===== config.mk =====
export PLATFORM = sky130hd
export DESIGN_NAME = display_radix_driver
export DESIGN_NICKNAME = d
export VERILOG_FILES = /design/src/rtl/display_radix_driver.sv
export SDC_FILE = /design/constraint.sdc
export NUM_CORES = 1
export LEC_CHECK = 0
export ABC_AREA = 1
export CORE_MARGIN = 5
export CORE_UTILIZATION = 45
export CTS_CLUSTER_DIAMETER = 100
export DETAILED_ROUTE_END_ITERATION = 12
export SYNTH_ARGS = -nofsm -noshare
export SYNTH_HDL_FRONTEND = slang
export SYNTH_SLANG_ARGS = --single-unit

===== constraint.sdc =====
create_clock -name clk -period 5 [get_ports clk]
set_input_delay 0.75 -clock clk [delete_from_list [all_inputs] [get_ports clk]]
set_output_delay 0.75 -clock clk [all_outputs]
set_load 0.05 [all_outputs]

===== src/rtl/display_radix_driver.sv =====
// -----------------------------------------------------------------------------
// display_radix_driver
//
// Converts an unsigned operand into NDIG active-low 7-segment glyphs in octal,
// decimal or hexadecimal, or blanks the display. A conversion always takes
// WIDTH SHIFT cycles plus one DONE cycle, whatever the radix.
//
// Ports
//   clk       rising-edge clock
//   rst_n     asynchronous active-low reset (display blank, FSM idle)
//   start     single-cycle request, honoured only in IDLE
//   value     unsigned operand, latched on an accepted start
//   mode      00 octal, 01 decimal, 10 hex, 11 blank; latched with value
//   busy      high while the FSM is in SHIFT
//   done      one-cycle pulse in the cycle seg/overflow carry the new result
//   overflow  result needs more than NDIG digits (every digit shows a dash)
//   seg       digit k at [7k+6:7k], k=0 least significant; bit0=a ... bit6=g,
//             0 = segment lit
//
// Build option
//   LEADING_ZERO_BLANK_EN  when defined, zero digits above the most
//                          significant nonzero digit are blanked (digit 0
//                          always shows). Dashes and mode-11 blanking are
//                          not affected.
// -----------------------------------------------------------------------------
module display_radix_driver #(
    parameter int WIDTH = 8,
    parameter int NDIG  = 3
) (
    input  logic              clk,
    input  logic              rst_n,
    input  logic              start,
    input  logic [WIDTH-1:0]  value,
    input  logic [1:0]        mode,
    output logic              busy,
    output logic              done,
    output logic              overflow,
    output logic [7*NDIG-1:0] seg
);

    // Six digit positions cover every radix for operands up to 16 bits
    // (octal needs six, decimal five, hex four).
    localparam int MAXD = 6;
    localparam int CW   = (WIDTH > 1) ? $clog2(WIDTH) : 1;

    localparam logic [1:0] M_OCT = 2'b00;
    localparam logic [1:0] M_DEC = 2'b01;
    localparam logic [1:0] M_HEX = 2'b10;

    localparam logic [6:0] GLYPH_BLANK = 7'b1111111;
    localparam logic [6:0] GLYPH_DASH  = 7'b0111111;

    typedef enum logic [1:0] {S_IDLE, S_SHIFT, S_DONE} state_t;

    state_t              state_q, state_d;
    logic [WIDTH-1:0]    val_q, val_d;
    logic [WIDTH-1:0]    sh_q, sh_d;
    logic [1:0]          mode_q, mode_d;
    logic [CW-1:0]       cnt_q, cnt_d;
    logic [4*MAXD-1:0]   bcd_q, bcd_d;
    logic [7*NDIG-1:0]   seg_q, seg_d;
    logic                ovf_q, ovf_d;

    logic [4*MAXD-1:0]   bcd_adj;
    logic [4*MAXD-1:0]   bcd_shift;
    logic [4*MAXD-1:0]   val_ext;
    logic [3:0]          dig [MAXD];
    logic [7*NDIG-1:0]   seg_new;
    logic                ovf_new;
    logic                lead_blank;
`ifdef LEADING_ZERO_BLANK_EN
    logic                seen_nz;
`endif

    function automatic logic [6:0] glyph(input logic [3:0] d);
        case (d)
            4'h0:    glyph = 7'b1000000;
            4'h1:    glyph = 7'b1111001;
            4'h2:    glyph = 7'b0100100;
            4'h3:    glyph = 7'b0110000;
            4'h4:    glyph = 7'b0011001;
            4'h5:    glyph = 7'b0010010;
            4'h6:    glyph = 7'b0000010;
            4'h7:    glyph = 7'b1111000;
            4'h8:    glyph = 7'b0000000;
            4'h9:    glyph = 7'b0010000;
            4'hA:    glyph = 7'b0001000;
            4'hB:    glyph = 7'b0000011;
            4'hC:    glyph = 7'b1000110;
            4'hD:    glyph = 7'b0100001;
            4'hE:    glyph = 7'b0000110;
            default: glyph = 7'b0001110;
        endcase
    endfunction

    // Shift-add-3 step: correct every nibble >= 5, then shift the next
    // operand bit (MSB first) into the BCD accumulator.
    always_comb begin
        bcd_adj = bcd_q;
        for (int i = 0; i < MAXD; i++) begin
            if (bcd_q[4*i +: 4] >= 4'd5) begin
                bcd_adj[4*i +: 4] = bcd_q[4*i +: 4] + 4'd3;
            end
        end
        bcd_shift = {bcd_adj[4*MAXD-2:0], sh_q[WIDTH-1]};
    end

    // Digit selection and glyph formation. Only meaningful on the last SHIFT
    // cycle, where bcd_shift holds the completed BCD result.
    always_comb begin
        val_ext = (4*MAXD)'(val_q);
        for (int i = 0; i < MAXD; i++) begin
            case (mode_q)
                M_OCT:   dig[i] = {1'b0, val_ext[3*i +: 3]};
                M_DEC:   dig[i] = bcd_shift[4*i +: 4];
                M_HEX:   dig[i] = val_ext[4*i +: 4];
                default: dig[i] = 4'h0;
            endcase
        end

        // A carry out of the top BCD nibble would be a seventh decimal digit.
        ovf_new = (mode_q == M_DEC) && bcd_adj[4*MAXD-1];
        for (int i = NDIG; i < MAXD; i++) begin
            if (dig[i] != 4'h0) begin
                ovf_new = 1'b1;
            end
        end

`ifdef LEADING_ZERO_BLANK_EN
        seen_nz = 1'b0;
`endif
        seg_new    = '1;
        lead_blank = 1'b0;
        for (int k = NDIG-1; k >= 0; k--) begin
`ifdef LEADING_ZERO_BLANK_EN
            seen_nz    = seen_nz | (dig[k] != 4'h0);
            lead_blank = !seen_nz && (k != 0);
`else
            lead_blank = 1'b0;
`endif
            if (mode_q == 2'b11) begin
                seg_new[7*k +: 7] = GLYPH_BLANK;
            end else if (ovf_new) begin
                seg_new[7*k +: 7] = GLYPH_DASH;
            end else if (lead_blank) begin
                seg_new[7*k +: 7] = GLYPH_BLANK;
            end else begin
                seg_new[7*k +: 7] = glyph(dig[k]);
            end
        end
    end

    // Next-state logic.
    always_comb begin
        state_d = state_q;
        val_d   = val_q;
        sh_d    = sh_q;
        mode_d  = mode_q;
        cnt_d   = cnt_q;
        bcd_d   = bcd_q;
        seg_d   = seg_q;
        ovf_d   = ovf_q;

        case (state_q)
            S_IDLE: begin
                if (start) begin
                    val_d   = value;
                    sh_d    = value;
                    mode_d  = mode;
                    cnt_d   = '0;
                    bcd_d   = '0;
                    state_d = S_SHIFT;
                end
            end
            S_SHIFT: begin
                bcd_d = bcd_shift;
                sh_d  = sh_q << 1;
                cnt_d = cnt_q + 1'b1;
                if (cnt_q == CW'(WIDTH-1)) begin
                    // Display registers change only here, so an aborted
                    // conversion never leaves a partial update behind.
                    seg_d   = seg_new;
                    ovf_d   = ovf_new;
                    state_d = S_DONE;
                end
            end
            default: begin
                state_d = S_IDLE;
            end
        endcase
    end

    always_ff @(posedge clk or negedge rst_n) begin
        if (!rst_n) begin
            state_q <= S_IDLE;
            val_q   <= '0;
            sh_q    <= '0;
            mode_q  <= '0;
            cnt_q   <= '0;
            bcd_q   <= '0;
            seg_q   <= '1;
            ovf_q   <= 1'b0;
        end else begin
            state_q <= state_d;
            val_q   <= val_d;
            sh_q    <= sh_d;
            mode_q  <= mode_d;
            cnt_q   <= cnt_d;
            bcd_q   <= bcd_d;
            seg_q   <= seg_d;
            ovf_q   <= ovf_d;
        end
    end

    assign busy     = (state_q == S_SHIFT);
    assign done     = (state_q == S_DONE);
    assign seg      = seg_q;
    assign overflow = ovf_q;

endmodule


==> impl_metrics.env, run 1 <==
export IMPL_initial_core_util=0.466
export IMPL_hpwl_um=7430
export IMPL_synth_top_family_by_area="simple AND/OR/NAND/NOR gates"
export IMPL_path_clk_slew_ns=0.08
export IMPL_synthToLayoutAreaGrowth_pct=16.1
export IMPL_antenna_cells=0
export IMPL_grt_pass1_wl_um=17700
export IMPL_muxShareOfSynthArea=0
export IMPL_antenna_found_initial=0
export IMPL_setup_violations=0
export IMPL_slew_headroom=0.537
export IMPL_reg2reg_depth=8
export IMPL_synth_adder_area_share=0.0893
export IMPL_grt_overflow=0
export IMPL_hold_viol=0
export IMPL_ant_nets=0
export IMPL_yosysWarnings=0
export IMPL_yosysUniqueCellTypes=32
export IMPL_grt_max_degree=43
export IMPL_grt_pass1_vias=3814
export IMPL_fp_dieH_um=108
export IMPL_outcome="finished clean"
export IMPL_drt_first_pass_iters=5
export IMPL_async_flop_share=1.00
export IMPL_rsz0062_at_grt="no"
export IMPL_hp_class="in -> async"
export IMPL_syn_area_um2=4350
export IMPL_crit_path_end_kind="output pin"
export IMPL_rows=35
export IMPL_period_share=0.624
export IMPL_numCtsBuffers=9
export IMPL_drc=0
export IMPL_synth_edf_count=0
export IMPL_chipWidth_um=108
export IMPL_port_buffers=36
export IMPL_synthFlopType="dfrtp_1"
export IMPL_yosys_area_share_xor_xnor=0
export IMPL_path_class="reg -> out"
export IMPL_cts_resized=0
export IMPL_cts_setup_buffers=0
export IMPL_synth_top_area_share=0.276
export IMPL_yosys_area_share_simple=0.312
export IMPL_tightest_slew_ns=0.694
export IMPL_io_pins=37
export IMPL_synth_cells=581
export IMPL_cp_arrival_ns=2.37
export IMPL_slew_violations=0
export IMPL_maxCapViolations=0
export IMPL_holdBufCountCts=0
export IMPL_finalSetupTns_ns=0
export IMPL_drt_total_wl_um=10000
export IMPL_grt_usage=0.189
export IMPL_synth_seq_cells=69
export IMPL_core_um2=9330
export IMPL_yosysSeqAreaShare=0.403
export IMPL_vias=3867
export IMPL_cts_buffer_depth=2
export IMPL_syn_mean_instance_area_um2=7.48
export IMPL_synth_top_cells_by_count="nand2_1, inv_1, nand3_1, dfrtp_1, nor2_1"
export IMPL_yosys_area_top_type="dfrtp_1"
export IMPL_crit_fanout=22
export IMPL_routedWlPerCell_um=13.3
export IMPL_cts_sinks=69
export IMPL_synth_most_common_cell="nand2_1"
export IMPL_cts_root_buffer_cell="clkbuf_8"
export IMPL_drive_gt1_frac=0.127
export IMPL_via_per_inst=5.14
export IMPL_timing_fmax_ghz=0.320
export IMPL_cp_required_ns=4.25
export IMPL_fin_crit_ns=3.12
export IMPL_nets=663
export IMPL_synth_compound_area_share=0.112
export IMPL_final_setup_skew_ns=0.00628
export IMPL_cts_htree_levels=3
export IMPL_drt_iter0_drc=158
export IMPL_cts_tree="yes"
export IMPL_yosys_top_cells_area="dfrtp_1, nand2_1, dfstp_2, ha_1, nand3_1"
export IMPL_gp_congestion=0.848
export IMPL_worstSkewPairLatency_ns=0.35
export IMPL_utilization=0.541
export IMPL_start_kind="flop"
export IMPL_die_area_um2=11700
export IMPL_postSynthNetCount=625
-- cells by family after synthesis --
logic type               after synthesis
AND/OR/NAND/NOR                      305
buffers and inverters                 92
AO/OA/AOI/OAI                         84
flip-flops                            69
adder cells (fa/ha/maj)               31
-- sequential cells by signal, indices dropped and copies added, names as in the netlist --
signal,cells
sh_q,8
cnt_q,3
overflow,1
seg,21
bcd_q,24
val_q,8
state_q,2
mode_q,2
-- routing by layer --
layer / wire [um] / global-route usage
met5: 0 / 0
met4: 101 / 0.0478
met3: 365 / 0.0400
met2: 4820 / 0.322
met1: 4740 / 0.244
-- layout make-up --
type	instances	area, um2
multi-input cells	420	2230
inverters	81	307
repair buffers	38	370
fillers	942	4280
flip-flops and latches	69	1750
clock buffers	9	124
clock inverters	7	98.8
well taps	129	161
-- cell usage in the layout (no fill, tap or decap), types with 4 or more instances in the layout --
| cell type | instances |
|---|---|
| nand3_2 | 4 |
| or2_2 | 16 |
| o21ai_1 | 11 |
| nand3_1 | 57 |
| nand2_1 | 172 |
| o22ai_1 | 17 |
| inv_2 | 7 |
| inv_1 | 73 |
| dfstp_2 | 21 |
| ha_1 | 31 |
| a21oi_1 | 8 |
| clkdlybuf4s50_1 | 35 |
| o21ai_0 | 34 |
| dfrtp_1 | 48 |
| nand2_2 | 4 |
| clkbuf_8 | 9 |
| nor2_1 | 35 |
| nand4_1 | 13 |
-- path summary, 6_finish.rpt --
kind,start,end,slack [ns]
worst min register to register,seg[0],seg[0],0.48
worst max-delay path,state_q[1],busy,1.88
min in group clk,seg[0],seg[0],0.48
worst min-delay path,rst_n,bcd_q[18],0.41
max in group asynchronous,rst_n,seg[5],3.60
worst max register to register,state_q[1],seg[2],2.46
-- critical path, cell delays in order, from the launching register on --
cell and delay (ns):
dfrtp_1 0.37, inv_1 0.10, nand2_2 0.24, inv_2 0.42, clkdlybuf4s50_1 0.89
-- per-stage QoR --
stage | instances | cell area [um2] | worst slack (ns) | hold slack [ns]
floorplan | 581 | 4350 | 2.96 | 0.442
global placement | 737 | 4820 | 2.29 | 0.460
detailed placement | 737 | 4820 | 2.25 | 0.463
CTS | 753 | 5050 | 1.86 | 0.428
global route | 753 | 5050 | 1.77 | 0.464
finish | 753 | 5050 | 1.88 | 0.414
Power of run 1 is not shown: default switching activity piles up to over one toggle a cycle in this logic, so the estimate is an artifact.
==> run 2, diff against run 1 <==
Settings changed: PLACE_DENSITY set to 0.67.
Clock period 5 ns to 2.5 ns, I/O delays scaled along.
==> run 2 against run 1 <==
Net effect:
- count of clock-buffer cells in the layout is 1 higher
- first-iteration DRC count is 25% lower
- die area stayed put
- global-route usage is 0.43 points lower
- clock skew is 0.0058 ns higher
- via count is 0.36% lower
- wire length is 1.0% lower
==> impl_metrics.env, run 2 (same netlist as run 1, synthesis figures left out) <==
export IMPL_outcome="finished clean"
export IMPL_largest_reg_flops=24
export IMPL_fillers=888
export IMPL_setup_violations=0
export IMPL_chipWidth_um=108
export IMPL_initial_core_util=0.466
export IMPL_slew_headroom=0.540
export IMPL_cts_buffer_depth=2
export IMPL_startpoint="bcd_q[4]"
export IMPL_utilization=0.551
export IMPL_critPathBufInv=5
export IMPL_hp_class="in -> async"
export IMPL_core_um2=9330
export IMPL_fin_crit_ns=2.25
export IMPL_fp_dieH_um=108
export IMPL_antenna_found_initial=0
export IMPL_crit_fanout=5
export IMPL_port_buffers=36
export IMPL_vias=3853
export IMPL_cts_htree_levels=3
export IMPL_grt_pass1_vias=3819
export IMPL_start_kind="flop"
export IMPL_crit_top_cell="inv_1"
export IMPL_whs_ns=0.0103
export IMPL_path_class="reg -> reg"
export IMPL_via_per_inst=5.06
export IMPL_finalSetupTns_ns=0
export IMPL_holdBufCountCts=0
export IMPL_cp_cell_sequence="inv_1 -> ha_1 -> inv_1 -> nand2_2 -> nand3_2 -> nand4_1 -> nand2_1 -> inv_1 -> ha_1 -> inv_1 -> nor2_1 -> o21ai_1 -> nand3_1 -> nand2_1 -> inv_1"
export IMPL_tightest_slew_ns=0.687
export IMPL_drc=0
export IMPL_rows=35
export IMPL_antenna_cells=0
export IMPL_cts_root_buffer_cell="clkbuf_8"
export IMPL_drive_gt1_frac=0.152
export IMPL_cp_required_ns=2.78
export IMPL_hpwl_um=7500
export IMPL_fin_cells=761
export IMPL_synthToLayoutAreaGrowth_pct=18.3
export IMPL_cp_arrival_ns=2.53
export IMPL_numCtsBuffers=9
export IMPL_cp_depth=15
export IMPL_top_register="bcd_q"
export IMPL_path_clk_slew_ns=0.08
export IMPL_setup_worst_path_end="seg[17]"
export IMPL_grt_pass1_wl_um=17300
export IMPL_gp_congestion=0.884
export IMPL_layout_common_cells="nand2_1, inv_1, nand3_1"
export IMPL_grt_max_degree=29
export IMPL_worstSkewPairLatency_ns=0.35
export IMPL_rr_startpoint="bcd_q[4]"
export IMPL_cts_sinks=69
export IMPL_rsz0062_at_grt="no"
export IMPL_drt_iter0_drc=118
export IMPL_reg2reg_depth=15
export IMPL_nets=671
export IMPL_io_pins=37
export IMPL_cp_slowest_stage_delay_ns=0.41
export IMPL_final_setup_skew_ns=0.0120
export IMPL_die_area_um2=11700
export IMPL_crit_slowest_cell="dfrtp_1"
export IMPL_regToRegEndpoint="seg[17]"
export IMPL_regToRegSetupSlack_ns=0.25
export IMPL_crit_path_end_kind="flop"
export IMPL_cpLargestDelayFamily="simple AND/OR/NAND/NOR gates"
export IMPL_cts_tree="yes"
export IMPL_grt_usage=0.185
export IMPL_final_common_cell="nand2_1"
export IMPL_drt_total_wl_um=9930
export IMPL_slew_violations=0
export IMPL_drt_first_pass_iters=5
export IMPL_maxCapViolations=0
export IMPL_routedWlPerCell_um=13.1
export IMPL_hold_viol=0
export IMPL_dp_cells=744
export IMPL_ant_nets=0
export IMPL_grt_overflow=0
export IMPL_period_share=0.900
export IMPL_timing_fmax_ghz=0.445
-- run 2: final cells by class --
class	count	area, um2	area share
clock buffers	10	128	0.0248
clock inverters	6	111	0.0217
inverters	81	307	0.0596
multi-input cells	420	2250	0.438
flip-flops and latches	69	1750	0.341
well taps	129	161	0.0314
repair buffers	46	428	0.0832
-- run 2: how the worst min path moves through the flow --
| stage | endpoint | slack, ns |
|---|---|---|
| final | state_q[1] | 0.01 |
| after detailed placement | state_q[1] | 0.41 |
| after global routing | state_q[1] | 0.04 |
| after floorplan | bcd_q[0] | 0.08 |
| after CTS | state_q[1] | 0.009 |
| after global placement | state_q[1] | 0.41 |
-- run 2: per-stage QoR --
stage | worst slack [ns] | instance area (um2)
4_1_cts | 0.160 | 5110
5_1_grt | 0.0129 | 5140
2_1_floorplan | 0.457 | 4350
3_5_place_dp | 0.174 | 4870
3_3_place_gp | 0.263 | 4870
6_report | 0.251 | 5140
-- run 2: what timing repair did --
item                                    4_1_cts  5_1_grt
gates resized for setup                       0        9
endpoints found under the setup margin        0       11
buffers inserted                              0        1
-- run 2: routing by layer --
metal  GRT usage  part of all wire  vias to the layer above
met4      0.0613             0.013                        0
met5           0                 0                        -
met3      0.0328             0.032                       12
li1            -                 -                     1976
met2       0.314              0.49                       47
met1       0.237              0.46                     1818
-- run 2: worst reg2reg max path, delay by kind of cell, from the launching register on --
family	cells	cell delay, ns
buf+inv	5	0.41
flops	1	0.41
fa+ha+maj	2	0.52
simple gates	7	0.71
compound gates	1	0.14
Power of run 2 is left out for the same reason.
==> variant 1 (settings of run 2) <==
Add an input register stage for `start`, `value` and `mode`, without a reset; this delays them by one clock. Comments in the files are not updated.
--- a/src/rtl/display_radix_driver.sv
+++ b/src/rtl/display_radix_driver.sv
@@ -52,6 +52,16 @@
 
     typedef enum logic [1:0] {S_IDLE, S_SHIFT, S_DONE} state_t;
 
+    logic start_q;
+    logic [WIDTH-1:0] value_q;
+    logic [1:0] mode_r;
+
+    always_ff @(posedge clk) begin
+        start_q <= start;
+        value_q <= value;
+        mode_r  <= mode;
+    end
+
     state_t              state_q, state_d;
     logic [WIDTH-1:0]    val_q, val_d;
     logic [WIDTH-1:0]    sh_q, sh_d;
@@ -163,10 +173,10 @@
 
         case (state_q)
             S_IDLE: begin
-                if (start) begin
-                    val_d   = value;
-                    sh_d    = value;
-                    mode_d  = mode;
+                if (start_q) begin
+                    val_d   = value_q;
+                    sh_d    = value_q;
+                    mode_d  = mode_r;
                     cnt_d   = '0;
                     bcd_d   = '0;
                     state_d = S_SHIFT;
Check against the original RTL: not equivalent (Yosys sat finds a counterexample within 4 cycles, from zero or initial values and one cycle with rst_n low).
==> variant 1 against run 2 <==
  * The flow now finishes with violations (hold timing)
  * Area after synthesis is 5.6% higher
  * Critical path depth is 1 higher
  * Cell area increased by 4.7%
  * Sequential cell count increased by 11
  * Synthesized cell count increased by 2.2%
  * Wire length up 5.2%
  * Fmax fell by 0.27%
  * First-iteration DRC count is 32% higher
  * Worst setup slack lost 0.0060 ns
  * Final cell count is 2.5% higher
  * Highest routed layer unchanged
Power is not shown: default switching activity piles up to over one toggle a cycle in this logic, so the estimate is an artifact.
==> variant 1: results (changes against run 2) <==
.. list-table::
   :header-rows: 1

   * - Metric
     - Value
   * - Run status
     - finished, violations left
   * - Violations in the final reports
     - hold timing
   * - Number of enable flip-flop cells after synthesis
     - 0 (unchanged)
   * - Transition time at the pin with the least slew margin
     - 0.507 ns (-0.181 ns)
   * - Maximum number of pins on one net before global-route repair
     - 70 (+140%)
   * - Worst setup slack for register-to-register paths
     - 0.24 ns
   * - Number of library cell types mapped by synthesis
     - 34 (+6.3%)
   * - Critical path launch point
     - bcd_q[0]
   * - Number of hold violations in the final report
     - 3 (+3)
   * - Layout cells sized above 1
     - 16.1% (+0.88 points)
   * - Signal arrival time at the worst endpoint
     - 2.56 ns (+0.03 ns)
   * - HPWL after DPL
     - 7700 um (+2.6%)
   * - Root Buffer
     - clkbuf_8
   * - Total CTS buffers
     - 9 (unchanged)
   * - Portion of the post-synthesis area used by sequential elements
     - 43.0% (+2.7 points)
   * - Top Metal Used
     - met4
   * - Routed length on met2
     - 5140 um (+5.2%)
   * - Clock latency at the later pin of the worst-skew pair
     - 0.37 ns (+0.02 ns)
   * - Overall Global Routing Usage
     - 17.5% (-0.92 points)
   * - Most flops, register
     - bcd_q
   * - Drt initial violations
     - 156 (+32%)
   * - Clock skew after layout
     - 0.00931 ns (-0.00273 ns)
   * - Number of global-route vias before repair
     - 3,933 (+3.0%)
   * - DR vias
     - 3,941 (+2.3%)
   * - Routed met3 length
     - 358 um (+13%)
   * - Detailed-routing wirelength on met1
     - 4810 um (+4.7%)
   * - Synth Net Count
     - 638 (+2.1%)
   * - Family of cells with the greatest summed delay on the critical path
     - simple AND/OR/NAND/NOR gates
   * - Post-CTS setup buffer count
     - 0 (unchanged)
   * - First-pass GRT wire length
     - 18,100 um (+4.1%)
   * - Number of warning messages in the yosys log
     - 0 (unchanged)
   * - Largest stage delay on the critical path
     - 0.40 ns
   * - Drt wl/cell
     - 13.4 um (+2.7%)
   * - Worst Hold Margin
     - -0.00567 ns (-0.0159 ns)
   * - Initial antenna violation count
     - 0 (unchanged)
   * - Cell types with the largest area share after synthesis
     - dfrtp_1, nand2_1, dfstp_2, ha_1, inv_1
   * - Most frequent cells after synthesis
     - nand2_1, inv_1, dfrtp_1
   * - Final-stage net count
     - 686 (+2.2%)
   * - Clk buf depth
     - 2 (unchanged)
   * - Clk slew on worst S/H paths
     - 0.10 ns (+0.02 ns)
   * - Async set-or-reset flop fraction in the synthesized netlist
     - 86.3% (-14 points)
   * - Iteration count of the initial detailed-routing pass
     - 5 (unchanged)
   * - Number of H-tree levels
     - 3 (unchanged)
   * - Gp weighted congestion
     - 0.874 (-1.1%)
   * - Most used DFF post-synth
     - dfrtp_1
   * - Worst Path Max Fanout
     - 6 (+1)
==> variant 1: area by class of cell <==
class | instances | area (um2)
multi-input cells | 420 | 2260
inverters | 83 | 314
clock inverters | 7 | 87.6
fillers | 910 | 4480
flip-flops and latches | 80 | 1970
well taps | 133 | 166
repair buffers | 48 | 455
clock buffers | 9 | 124
==> variant 1: through the flow <==
step                util, %  area, um2  std cells  hold slack [ns]  worst slack (ns)
global route           54.6       5380        780           0.0406           0.00880
CTS                    54.4       5370        780           0.0266             0.137
finish                 54.6       5380        780         -0.00567             0.245
detailed placement     52.3       5150        764            0.429             0.142
floorplan                 -       4590        594           0.0794             0.350
global placement       52.3       5150        764            0.429             0.297
==> variant 1: logic make-up (layout without fill, tap and decap cells) <==
logic type | count (synthesis) | in the layout | synth area share [%]
and+or+nand+nor | 302 | 302 | 29.5
AOI/OAI and AO/OA | 86 | 86 | 10.8
adders and majority gates | 31 | 31 | 8.46
xor gates and xnor gates | 1 | 1 | 0.191
buffers and inverters | 94 | 147 | 8.02
DFF | 80 | 80 | 43.0
==> variant 1: final timing paths <==
check | cells past startpoint | end
min | 2 | sh_q[2]
min reg2reg | 2 | mode_q[1]
max reg2reg | 16 | seg[0]
max in group asynchronous | 2 | seg[14]
max | 16 | seg[0]
min in group clk | 1 | value_q[3]
==> variant 1: routing by layer <==
metal / track usage [%] / up-vias
li1: - / 2018
met1: 22.5 / 1831
met2: 30.2 / 80
met3: 3.28 / 12
met4: 4.93 / 0
met5: 0 / -
==> variant 1: what timing repair did <==
action / CTS / global route
hold buffers: 0 / 0
resized for setup: 0 / 8
setup endpoints to repair: 0 / 10
==> variant 2 (config.mk and constraints of run 2) <==
Without the edit above. The option `LEADING_ZERO_BLANK_EN` is turned on by a define.
--- a/src/rtl/display_radix_driver.sv
+++ b/src/rtl/display_radix_driver.sv
@@ -23,6 +23,8 @@
 //                          always shows). Dashes and mode-11 blanking are
 //                          not affected.
 // -----------------------------------------------------------------------------
+`define LEADING_ZERO_BLANK_EN
+
 module display_radix_driver #(
     parameter int WIDTH = 8,
     parameter int NDIG  = 3
Behaviour: not the same (Yosys sat finds a counterexample within 10 cycles, from zero or initial values and one cycle with rst_n low).
==> variant 2 against run 2 <==
  * Sequential cell count did not move
  * Cell area rose by 2.6%
  * Fmax fell by 0.28%
  * Highest routed layer unchanged
  * Area after synthesis rose by 4.0%
  * Synthesized cell count rose by 5.5%
  * Via count rose by 4.7%
  * Wire length rose by 0.86%
  * Non-clock buffer count fell by 3
  * Worst setup slack got worse by 0.0064 ns
  * Die area rose by 3.6%
Power is left out: the tool's default activity adds up to more than one toggle a clock period on the data nets, which glitch-free logic cannot reach.
==> variant 2: results (changes against run 2) <==
.. list-table::
   :header-rows: 1

   * - Metric
     - Value
   * - Run status
     - finished, final reports clean
   * - Total CTS buffers
     - 9 (unchanged)
   * - Cell accounting for the most synthesized area
     - dfrtp_1
   * - Rel. slew slack
     - 54.0% (about the same)
   * - DR vias
     - 4,036 (+4.7%)
   * - Clock skew after layout
     - 0.00821 ns (-0.00384 ns)
   * - Final-stage net count
     - 698 (+4.0%)
   * - Synth Net Count
     - 656 (+5.0%)
   * - Cell types with the largest area share after synthesis
     - dfrtp_1, nand2_1, dfstp_2, ha_1, nand3_1
   * - First-pass GRT wire length
     - 17,400 um (+0.52%)
   * - Clock latency at the later pin of the worst-skew pair
     - 0.35 ns (about the same)
   * - Async set-or-reset flop fraction in the synthesized netlist
     - 100% (unchanged)
   * - Portion of the post-synthesis area used by sequential elements
     - 38.8% (-1.5 points)
   * - Number of library cell types mapped by synthesis
     - 35 (+9.4%)
   * - Slowest cell on the critical path
     - dfrtp_1
   * - Layout fillers
     - 942 (+6.1%)
   * - Number of warning messages in the yosys log
     - 0 (unchanged)
   * - # hold bufs at CTS
     - 0 (unchanged)
   * - CTS resizes
     - 0 (unchanged)
   * - Clk buf depth
     - 2 (unchanged)
   * - Overall Global Routing Usage
     - 18.0% (-0.41 points)
   * - Hold crit path type
     - input port to asynchronous set/reset pin
   * - Post-CTS setup buffer count
     - 0 (unchanged)
   * - Root Buffer
     - clkbuf_8
   * - HPWL after DPL
     - 7590 um (+1.2%)
   * - Antenna fix cells
     - 0 (unchanged)
   * - Number of H-tree levels
     - 3 (unchanged)
   * - Iteration count of the initial detailed-routing pass
     - 4 (-1)
   * - Number of enable flip-flop cells after synthesis
     - 0 (unchanged)
   * - Gp weighted congestion
     - 0.895 (+1.2%)
   * - Number of buffers added on ports
     - 36 (unchanged)
   * - Drt initial violations
     - 191 (+62%)
   * - Worst Hold Margin
     - 0.00646 ns (-0.00379 ns)
   * - Initial antenna violation count
     - 0 (unchanged)
   * - Layout cells sized above 1
     - 15.3% (+0.14 points)
   * - Signal arrival time at the worst endpoint
     - 2.55 ns (+0.02 ns)
   * - Drt wl/cell
     - 12.6 um (-3.1%)
   * - Average size of a mapped cell
     - 7.37 um2 (-1.5%)
   * - Number of global-route vias before repair
     - 3,923 (+2.7%)
   * - Final antenna-violating net count
     - 0 (unchanged)
   * - Worst Path Max Fanout
     - 5 (unchanged)
   * - Via density per instance
     - 5.10 (+0.65%)
   * - Clk slew on worst S/H paths
     - 0.07 ns
   * - Most frequent cells after synthesis
     - nand2_1, inv_1, nand3_1
   * - Most flops, register
     - bcd_q
   * - Final-report setup violation count
     - 0 (unchanged)
   * - Count of placed standard cells including taps
     - 777 (+4.4%)
   * - Largest stage delay on the critical path
     - 0.41 ns (about the same)
   * - Flip-flop count of the largest register after layout
     - 24 (unchanged)
   * - Maximum number of pins on one net before global-route repair
     - 35 (+21%)
## variant 2: final cells by class
cell class	instances	share of cell area [%]
Clock buffer	14	3.08
Inverter	91	6.47
Tap cell	133	3.15
Clock inverter	1	0.569
Timing Repair Buffer	43	8.16
Sequential cell	69	33.2
Multi-Input combinational cell	441	45.3
## variant 2: cells by family (layout without fill, tap and decap cells)
group           after synthesis  count (layout)  synth area share [%]
compound gates               75              75                  9.64
fa+ha+maj                    30              30                  8.31
buf+inv                     103             149                  9.19
flops                        69              69                  38.8
simple gates                336             336                  34.1
## variant 2: final timing paths
check	end	start	slack, ns	cells past startpoint
max	seg[13]	bcd_q[4]	0.24	19
max in group asynchronous	seg[15]	rst_n	1.81	2
min	bcd_q[0]	rst_n	0.006	1
max reg2reg	seg[13]	bcd_q[4]	0.24	19
min in group clk	seg[20]	seg[20]	0.47	2
min reg2reg	seg[20]	seg[20]	0.47	2
## variant 2: metal layers
metal / global-route usage [%] / vias up / wire length, um
met4: 6.86 / 0 / 182
li1: - / 2055 / -
met1: 23.4 / 1902 / 4530
met5: 0 / - / 0
met2: 30.1 / 62 / 4970
met3: 3.26 / 17 / 330
## variant 2: critical path: cells and delay by family, from the launching register on
kind            cells  cell delay [ns]
buf+inv             5             0.39
fa+ha+maj           2             0.38
compound gates      1             0.10
simple gates       11             0.95
flops               1             0.41
## variant 2: stage by stage
stage	TNS (ns)	instance area (um2)	util, %	setup slack [ns]
finish	0	5280	54.0	0.244
global route	-0.0115	5280	54.0	-0.0115
CTS	0	5230	53.5	0.112
detailed placement	0	5040	51.6	0.121
global placement	0	5040	51.6	0.240
floorplan	0	4520	-	0.376
